### config.mk
export PLATFORM = sky130hd
export DESIGN_NAME = serv_dbg_ibus_flat
export DESIGN_NICKNAME = d
export VERILOG_FILES = /design/src/rtl/serv_dbg_ibus_if.sv /design/src/rtl/serv_dbg_ibus.sv /design/src/flat_wrapper.sv
export SDC_FILE = /design/constraint.sdc
export NUM_CORES = 1
export LEC_CHECK = 0
export CORE_MARGIN = 10
export CORE_UTILIZATION = 50
export DETAILED_ROUTE_END_ITERATION = 12
export PLACE_DENSITY = 0.9
export SYNTH_ARGS = -nofsm -noshare
export SYNTH_HDL_FRONTEND = slang
export SYNTH_SLANG_ARGS = --single-unit
### constraint.sdc
create_clock -name clk -period 5 [get_ports clk]
set_input_delay 0.5 -clock clk [delete_from_list [all_inputs] [get_ports clk]]
set_output_delay 0.5 -clock clk [all_outputs]
set_load 0.03 [all_outputs]
### src/rtl/serv_dbg_ibus_if.sv
// serv_dbg_ibus_if: the core-side fetch bus and the memory-side fetch bus
// that pass through the program-buffer responder.
interface serv_dbg_ibus_if;

  // Core-side fetch bus
  logic [31:0] i_ibus_adr;
  logic        i_ibus_cyc;
  logic [31:0] o_ibus_rdt;
  logic        o_ibus_ack;

  // Memory-side fetch bus
  logic [31:0] o_mem_adr;
  logic        o_mem_cyc;
  logic [31:0] i_mem_rdt;
  logic        i_mem_ack;

  // Responder view
  modport slave (
    input  i_ibus_adr, i_ibus_cyc, i_mem_rdt, i_mem_ack,
    output o_ibus_rdt, o_ibus_ack, o_mem_adr, o_mem_cyc
  );

  // Core/memory view
  modport master (
    output i_ibus_adr, i_ibus_cyc, i_mem_rdt, i_mem_ack,
    input  o_ibus_rdt, o_ibus_ack, o_mem_adr, o_mem_cyc
  );

endinterface

### src/rtl/serv_dbg_ibus.sv
// serv_dbg_ibus: instruction-bus responder for the SERV core.
// Normal fetches are forwarded to memory. In debug mode, fetches that land
// in the program-buffer window are answered from a local buffer, and the
// word just past the last entry returns an implicit EBREAK.
// Optional feature: define SERV_DBG_PB_READBACK_EN to add a registered
// program-buffer readback port (i_pb_re / o_pb_rdata).
module serv_dbg_ibus #(
  parameter logic [31:0] PB_BASE = 32'h0000_0800,
  parameter int unsigned DEPTH   = 4,
  parameter int unsigned LATENCY = 1
) (
  input  logic                     clk,
  input  logic                     i_rst_n,
  serv_dbg_ibus_if.slave           bus,
  input  logic                     i_dbg_mode,
  input  logic                     i_pb_we,
  input  logic [$clog2(DEPTH)-1:0] i_pb_idx,
  input  logic [31:0]              i_pb_wdata,
`ifdef SERV_DBG_PB_READBACK_EN
  input  logic                     i_pb_re,
  output logic [31:0]              o_pb_rdata,
`endif
  output logic                     o_busy
);

  localparam int unsigned IW = $clog2(DEPTH);
  localparam int unsigned CW = 3;
  localparam int unsigned OW = 30;

  localparam logic [31:0]   INSN_NOP    = 32'h0000_0013;
  localparam logic [31:0]   INSN_EBREAK = 32'h0010_0073;
  localparam logic [OW-1:0] BASE_WORD   = PB_BASE[31:2];

  typedef enum logic [1:0] {
    IDLE,
    PB_WAIT,
    PB_ACK,
    MEM
  } state_e;

  state_e          state_q;
  state_e          state_d;
  logic [CW-1:0]   cnt_q;
  logic [CW-1:0]   cnt_d;
  logic            busy_q;
  logic [31:0]     rdt_q;
  logic [31:0]     pb_q [DEPTH];

  logic [OW-1:0]   word_off_c;
  logic            hit_c;
  logic [31:0]     fetch_data_c;
  logic            cap_c;

  // Window decode: word offset from entry 0; unsigned wrap makes addresses
  // below the base miss, and the window spans DEPTH entries plus EBREAK.
  always_comb begin
    word_off_c   = bus.i_ibus_adr[31:2] - BASE_WORD;
    hit_c        = i_dbg_mode && (word_off_c <= OW'(DEPTH));
    fetch_data_c = INSN_EBREAK;
    if (word_off_c < OW'(DEPTH)) begin
      fetch_data_c = pb_q[word_off_c[IW-1:0]];
    end
  end

  // Next-state logic; routing is decided only in IDLE and then held.
  always_comb begin
    state_d = state_q;
    cnt_d   = cnt_q;
    cap_c   = 1'b0;
    case (state_q)
      IDLE: begin
        if (bus.i_ibus_cyc) begin
          if (hit_c) begin
            cap_c = 1'b1;
            cnt_d = CW'(LATENCY - 1);
            // A single-cycle latency acks in the very next cycle.
            state_d = (LATENCY == 1) ? PB_ACK : PB_WAIT;
          end else begin
            state_d = MEM;
          end
        end
      end
      PB_WAIT: begin
        cnt_d = cnt_q - CW'(1);
        if (cnt_d == '0) begin
          state_d = PB_ACK;
        end
      end
      PB_ACK: begin
        state_d = IDLE;
      end
      MEM: begin
        if (bus.i_mem_ack) begin
          state_d = IDLE;
        end
      end
      default: begin
        state_d = IDLE;
        cnt_d   = '0;
      end
    endcase
  end

  // State, latency counter and busy flag.
  always_ff @(posedge clk or negedge i_rst_n) begin
    if (!i_rst_n) begin
      state_q <= IDLE;
      cnt_q   <= '0;
      busy_q  <= 1'b0;
    end else begin
      state_q <= state_d;
      cnt_q   <= cnt_d;
      busy_q  <= (state_d != IDLE);
    end
  end

  // Captured buffer-hit data; sampled before any same-cycle buffer write.
  always_ff @(posedge clk or negedge i_rst_n) begin
    if (!i_rst_n) begin
      rdt_q <= '0;
    end else if (cap_c) begin
      rdt_q <= fetch_data_c;
    end
  end

  // Program buffer storage, writable in every state.
  always_ff @(posedge clk or negedge i_rst_n) begin
    if (!i_rst_n) begin
      for (int i = 0; i < int'(DEPTH); i++) begin
        pb_q[i] <= INSN_NOP;
      end
    end else if (i_pb_we) begin
      pb_q[i_pb_idx] <= i_pb_wdata;
    end
  end

`ifdef SERV_DBG_PB_READBACK_EN
  logic [31:0] pb_rdata_q;

  // Registered readback; holds until the next read strobe.
  always_ff @(posedge clk or negedge i_rst_n) begin
    if (!i_rst_n) begin
      pb_rdata_q <= '0;
    end else if (i_pb_re) begin
      pb_rdata_q <= pb_q[i_pb_idx];
    end
  end

  assign o_pb_rdata = pb_rdata_q;
`endif

  // Bus outputs; the memory path acks combinationally in the i_mem_ack cycle.
  always_comb begin
    bus.o_ibus_ack = 1'b0;
    bus.o_ibus_rdt = '0;
    bus.o_mem_cyc  = 1'b0;
    bus.o_mem_adr  = bus.i_ibus_adr;
    if (state_q == PB_ACK) begin
      bus.o_ibus_ack = 1'b1;
      bus.o_ibus_rdt = rdt_q;
    end else if (state_q == MEM) begin
      bus.o_mem_cyc  = 1'b1;
      bus.o_ibus_ack = bus.i_mem_ack;
      bus.o_ibus_rdt = bus.i_mem_ack ? bus.i_mem_rdt : '0;
    end
  end

  assign o_busy = busy_q;

endmodule

### src/flat_wrapper.sv
// flat-port wrapper written by rule: the top's interface ports become plain ports
module serv_dbg_ibus_flat 
#(
  parameter logic [31:0] PB_BASE = 32'h0000_0800,
  parameter int unsigned DEPTH   = 4,
  parameter int unsigned LATENCY = 1
)
  (clk, i_rst_n, i_dbg_mode, i_pb_we, i_pb_idx, i_pb_wdata, o_busy, bus_i_ibus_adr, bus_i_ibus_cyc, bus_i_mem_rdt, bus_i_mem_ack, bus_o_ibus_rdt, bus_o_ibus_ack, bus_o_mem_adr, bus_o_mem_cyc);
  serv_dbg_ibus_if bus_i ();
  input  logic clk;
  input  logic i_rst_n;
  input  logic i_dbg_mode;
  input  logic i_pb_we;
  input  logic [$clog2(DEPTH)-1:0] i_pb_idx;
  input  logic [31:0] i_pb_wdata;
  output logic o_busy;
  input wire logic [$bits(bus_i.i_ibus_adr)-1:0] bus_i_ibus_adr;
  input wire logic [$bits(bus_i.i_ibus_cyc)-1:0] bus_i_ibus_cyc;
  input wire logic [$bits(bus_i.i_mem_rdt)-1:0] bus_i_mem_rdt;
  input wire logic [$bits(bus_i.i_mem_ack)-1:0] bus_i_mem_ack;
  output wire logic [$bits(bus_i.o_ibus_rdt)-1:0] bus_o_ibus_rdt;
  output wire logic [$bits(bus_i.o_ibus_ack)-1:0] bus_o_ibus_ack;
  output wire logic [$bits(bus_i.o_mem_adr)-1:0] bus_o_mem_adr;
  output wire logic [$bits(bus_i.o_mem_cyc)-1:0] bus_o_mem_cyc;
  assign bus_i.i_ibus_adr = bus_i_ibus_adr;
  assign bus_i.i_ibus_cyc = bus_i_ibus_cyc;
  assign bus_i.i_mem_rdt = bus_i_mem_rdt;
  assign bus_i.i_mem_ack = bus_i_mem_ack;
  assign bus_o_ibus_rdt = bus_i.o_ibus_rdt;
  assign bus_o_ibus_ack = bus_i.o_ibus_ack;
  assign bus_o_mem_adr = bus_i.o_mem_adr;
  assign bus_o_mem_cyc = bus_i.o_mem_cyc;
  serv_dbg_ibus #(.PB_BASE(PB_BASE), .DEPTH(DEPTH), .LATENCY(LATENCY)) u_core (.clk(clk), .i_rst_n(i_rst_n), .bus(bus_i), .i_dbg_mode(i_dbg_mode), .i_pb_we(i_pb_we), .i_pb_idx(i_pb_idx), .i_pb_wdata(i_pb_wdata), .o_busy(o_busy));
endmodule
---- Word level (Yosys, flattened, before mapping) ----
Cells that the tools add are included.
storage, ports and cells
  register bits ........................... 166
  input port bits ......................... 104
  output and inout port bits .............. 67
  logic and storage cells ................. 54
operators by class
  add/subtract/negate cells ............... 2
  $lt $le $gt $ge ......................... 5
  equal/unequal tests ..................... 5
  mux-type cells .......................... 25
  bitwise gates (word level) .............. 2
  reduce and logical (&&, ||, !) cells .... 7
operator list
  kind                    count
  $mux 32                 7
  $bwmux 128              1
  $bmux 32 s2             1
  $demux 32 s2            1
  $le 30x3->1 const B     1
  $lt 30x3->1 const B     1
  $sub 30x10->30 const B  1
  $mux 1                  8
  $pmux 2 s4              1
  $ge 3x3->1 const B      2
  $mux 2                  3
  $mux 3                  2
  $not 2->3               2
  $pmux 3 s2              1
  $eq 2x2->1 const B      2
  $reduce_bool 2->1       2
  $logic_not 3->1         1
  $lt 3x1->1 const B      1
  $reduce_and 3->1        1
  $sub 3x1->3 const B     1
  $eq 2x1->1 const B      1
  $logic_and 1x1->1       2
  $logic_not 2->1         1
  $ne 2x1->1 const B      1
  $ne 2x2->1 const B      1

---- Depth between registers and ports, before layout ----
  depth after elaboration ................. 7
  depth in mapped cells ................... 9
  mapped depth without buffers ............ 8

---- Least setup slack after synthesis ----
No wires, ideal clock.
  path kind ............................... input to register
  start point ............................. in bus_i_ibus_adr[11]
  end point ............................... reg u_core.rdt_q[23]
  setup time .............................. 128 ps
  data arrival time ....................... 2561 ps
  required time ........................... 4872 ps
  setup slack ............................. 2312 ps
  cell stages on the path ................. 9
  path buffers ............................ 1
  cell sequence ........................... inv_1 -> ha_1 -> or3b_2 -> nor4_1 -> xnor2_1 -> nand4_1 -> nor3_4 -> buf_6 -> mux2_1
between the ends
  cells in the longest elaborated chain, start to end .. 6
  elaborated cells on any way between the ends .. 8
  classes of those cells .................. add/sub (1); order compare (2); mux (4); reduce/logical (1)
ends and longest elaborated chain
  element               line                  text
  start, declared       flat_wrapper.sv:17    input wire logic [$bits(bus_i.i_ibus_adr)-1:0] bus_i_ibus_adr;
  $sub 30x10->30 *      serv_dbg_ibus.sv:57   word_off_c = bus.i_ibus_adr[31:2] - BASE_WORD;
  $le 30x3->1           serv_dbg_ibus.sv:58   hit_c = i_dbg_mode && (word_off_c <= OW'(DEPTH));
  $logic_and 1x1->1     serv_dbg_ibus.sv:58
  $mux 1                serv_dbg_ibus.sv:73   if (hit_c) begin
  $mux 1                serv_dbg_ibus.sv:72   if (bus.i_ibus_cyc) begin
  $mux 1                serv_dbg_ibus.sv:70   case (state_q)
  end signal, assigned  serv_dbg_ibus.sv:122  rdt_q <= fetch_data_c;
  end, declared         serv_dbg_ibus.sv:46   logic [31:0] rdt_q;
Every way passes the cells marked *; elsewhere a longest branch is shown, timed or not.
A chain may end at the register's enable or synchronous reset.

---- Worst setup path after layout ----
  start point ............................. reg u_core.state_q[0]
  end point ............................... out bus_o_ibus_rdt[9]
between the ends
  cells in the longest elaborated chain, start to end .. 3
  elaborated cells on any way between the ends .. 4
  classes of those cells .................. eq/ne (2); mux (2)
ends and longest elaborated chain
  element                 line                  text
  start, declared         serv_dbg_ibus.sv:41   state_e state_q;
  start signal, assigned  serv_dbg_ibus.sv:111  state_q <= state_d;
  $eq 2x2->1              serv_dbg_ibus.sv:161  end else if (state_q == MEM) begin
  $mux 32                 serv_dbg_ibus.sv:161
  $mux 32 *               serv_dbg_ibus.sv:158  if (state_q == PB_ACK) begin
  end, declared           flat_wrapper.sv:21    output wire logic [$bits(bus_i.o_ibus_rdt)-1:0] bus_o_ibus_rdt;
Marked as above.

==> results_dict.tcl <==
set metrics [dict create \
    grt_max_degree 127 \
    antenna_found_initial 0 \
    ys_seq_elements 166 \
    synth_top_area_cell "dfrtp_1" \
    relSlewSlack 0.2716 \
    fp.coreArea_sq_um 15940 \
    clock_latency_ps 420 \
    synth_cells 590 \
    portBuffers 166 \
    synth_warnings 0 \
    grt-ovfl-total 0 \
    row_count 46 \
    p_leak_nw 4.289 \
    synth.area.mux_share 0.3073 \
    synth-xor-area-share 0.004281 \
    synth_nets 697 \
    syn_area_sq_um 8183 \
    setup_tns_ps 0 \
    cts_sinks 166 \
    peakVddDrop_mv 0.2947 \
    vias 5423 \
    drt_iter0_drc 280 \
    internal_power_mw 2.915 \
    path_class "flop to primary output" \
    crit_family "buffers and inverters" \
    die_x_um 147.9 \
    wl_per_cell_um 21.40 \
    numCtsBuffers 17 \
    drt_wl_total_um 20220 \
    root_buffer "clkbuf_16" \
    worst_setup_path_start_kind "flop" \
    reg2reg_depth 4 \
    post-route-min-period_ps 3456 \
    async_reset_ff_frac 1.000 \
    synthFlopType "dfrtp_1" \
    grt_setup_unrepaired "false" \
    synthTopCellsByArea "dfrtp_1, mux2_2, mux4_2, dfstp_2, a22o_1" \
    drive_gt1_frac 0.3388 \
    crit_slowest_cell "clkdlybuf4s50_1" \
    htree_levels 4 \
    path_cells "inv_1 > nor2_2 > buf_4 > a22o_1 > clkdlybuf4s50_1" \
    required_ps 4500 \
    worst-path-buf-inv 3 \
    cts_hold_buf 0 \
    synth_compound_area_frac 0.05917 \
    cts_tree "built" \
    antenna_left 0 \
    drtPass1Iterations 5 \
    totalPowerFinal_mw 4.015 \
    critPathMaxFanout 22 \
    grt_use_total 0.1852 \
    die_area_sq_um 21880 \
    synth_edf_count 0 \
    tightest_slew_ps 1093 \
    synthAdderAreaFrac 0.004587 \
    drcViolationCount 0 \
    fmax_mhz 289.3 \
    synth-simple-area-share 0.05872 \
    pwr-share-clk 0.330 \
    switchingPower_mw 1.100 \
    yosys.cell_types.count 49 \
    fp.dieH_um 147.9 \
    gp_congestion 0.8079 \
    r2r_start "u_core.state_q[0]" \
    min_period_over_period 0.6913 \
    yosysSeqAreaShare 0.5095 \
    start_util 0.5133 \
    p_sw_frac 0.2740 \
    grt_pass1_wl_um 32200 \
    pwr-share-comb 0.243 \
    viasPerCell 5.739 \
    arrival_ps 2960 \
    area_delta_synth_final_pct 27.10 \
    syn_area_per_cell_sq_um 13.87 \
    cts.path.max_buffers 2 \
    cts.clk_slew.worst_paths_ps 60 \
    pwr-share-seq 0.427 \
    reg2reg_to "u_core.rdt_q[19]" \
    synth_top_family_by_area "multiplexers" \
    first_global_vias 6089 \
    power_density_nw_per_um2 386.0 \
    status "completed" \
    postCtsSetupRepairBufs 0 \
    fin_skew_ps 5.065 \
    maxCapViolations 0 \
    cts_resized 0 \
    r2r_setup_slack_ps 2840 \
    antennaDiodeCount 0 \
    setup_viol 0 \
    critPathCaptureType "primary output" \
    max_stage_delay_ps 730 \
    nets 823 \
    hold_viol 0 \
    min_path_type "input pin to asynchronous set/reset pin" \
    pin_count 171 \
    drv_slew 0 \
    place_hpwl_um 13960 \
    yosys.area.top_type_share 0.4709 \
]
-- cell families (layout without fill, tap and decap cells) --
logic type               Yosys count  count (layout)
buffers and inverters             85             224
flip-flops                       166             166
adder cells (fa/ha/maj)            3               3
XOR/XNOR                           4               4
AO/OA/AOI/OAI                     61              61
AND/OR/NAND/NOR                   79              79
multiplexers                     192             192
-- Yosys cell counts (3+ instances only) --
master and number:
a22o_1 32, buf_4 32, mux4_2 32, nor3_1 7, o21ai_0 7, dfstp_2 12
nor2_1 11, mux2_2 149, buf_1 7, o31ai_1 4, nand4_1 3, nand2_1 5
or4_1 5, xnor2_1 3, ha_1 3, dfrtp_1 154, buf_6 3, nand3b_1 4
nor2b_1 27, mux2_1 5, nand3_1 3, mux2i_1 6, clkbuf_1 26, inv_1 17
-- worst max-delay path by stage --
stage                        endpoint                from  slack, ps  cells after the start
floorplan            u_core.rdt_q[23]  bus_i_ibus_adr[11]       2310                      9
global placement      u_core.rdt_q[7]  bus_i_ibus_adr[11]       1430                     10
detailed placement    u_core.rdt_q[7]  bus_i_ibus_adr[11]       1230                     10
CTS                 bus_o_ibus_rdt[9]   u_core.state_q[0]       1560                      5
global route        bus_o_ibus_rdt[9]   u_core.state_q[0]       1420                      5
finish              bus_o_ibus_rdt[9]   u_core.state_q[0]       1540                      5
-- per-layer routing --
layer	wire length (um)	global-route usage	vias up
li1	-	-	2401
met1	7682	0.1978	2821
met2	11010	0.3469	165
met3	1111	0.04457	36
met4	416	0.06442	0
met5	0	0	-
-- cell usage in the layout (no fill, tap or decap), drive strengths merged, types with 3 or more instances in the layout --
cell,count
mux4,32
o21ai,7
o31ai,4
a22o,32
mux2i,6
nand3b,4
dfrtp,154
ha,3
nand3,3
clkdlybuf4s50,163
dfstp,12
bufinv,3
nand4,3
xnor2,3
clkbuf,20
inv,17
nor3,8
nor2b,27
buf,12
clkinv,5
nand2,5
or4,5
nor2,11
mux2,154
clkinvlp,4
-- state kept, by name, summed over array words and instances (netlist names) --
| name | flops |
|---|---|
| u_core.pb_q | 128 |
| u_core.state_q | 2 |
| u_core.o_busy | 1 |
| u_core.rdt_q | 32 |
| u_core.cnt_q | 3 |
-- stage by stage --
step,hold slack [ps],cell area (sq um),instances,setup WS [ps],utilization
floorplan,204.4,8183,590,2312,-
global placement,474.7,9791,913,1432,0.6141
detailed placement,484.4,9791,913,1232,0.6141
CTS,294.2,10400,945,1558,0.6523
global route,330.1,10400,945,1421,0.6523
finish,240.9,10400,945,1544,0.6523
-- cell type report --
class                   count  area (sq um)
clock buffers              20         456.7
clock inverters            12         152.6
fillers                  1110          5543
inverters                  17         63.81
multi-input cells         339          3567
flip-flops and latches    166          4169
well taps                 216         270.3
repair buffers            175          1720
-- power groups by stage --
stage,combinational (mW),sequential [mW],clock [mW]
2_1_floorplan,0.662,1.68,0
3_3_place_gp,0.935,1.70,0
3_5_place_dp,0.977,1.73,0
4_1_cts,0.985,1.71,1.34
5_1_grt,1.05,1.74,1.40
6_report,0.975,1.71,1.33
-- worst register-to-register path: stages (launching register included) --
cell and delay [ps]:
dfrtp_1 500, or3_1 500, nor3_4 190, buf_4 450, mux2_2 420
Note: power is estimated with default switching activity, not from simulation.
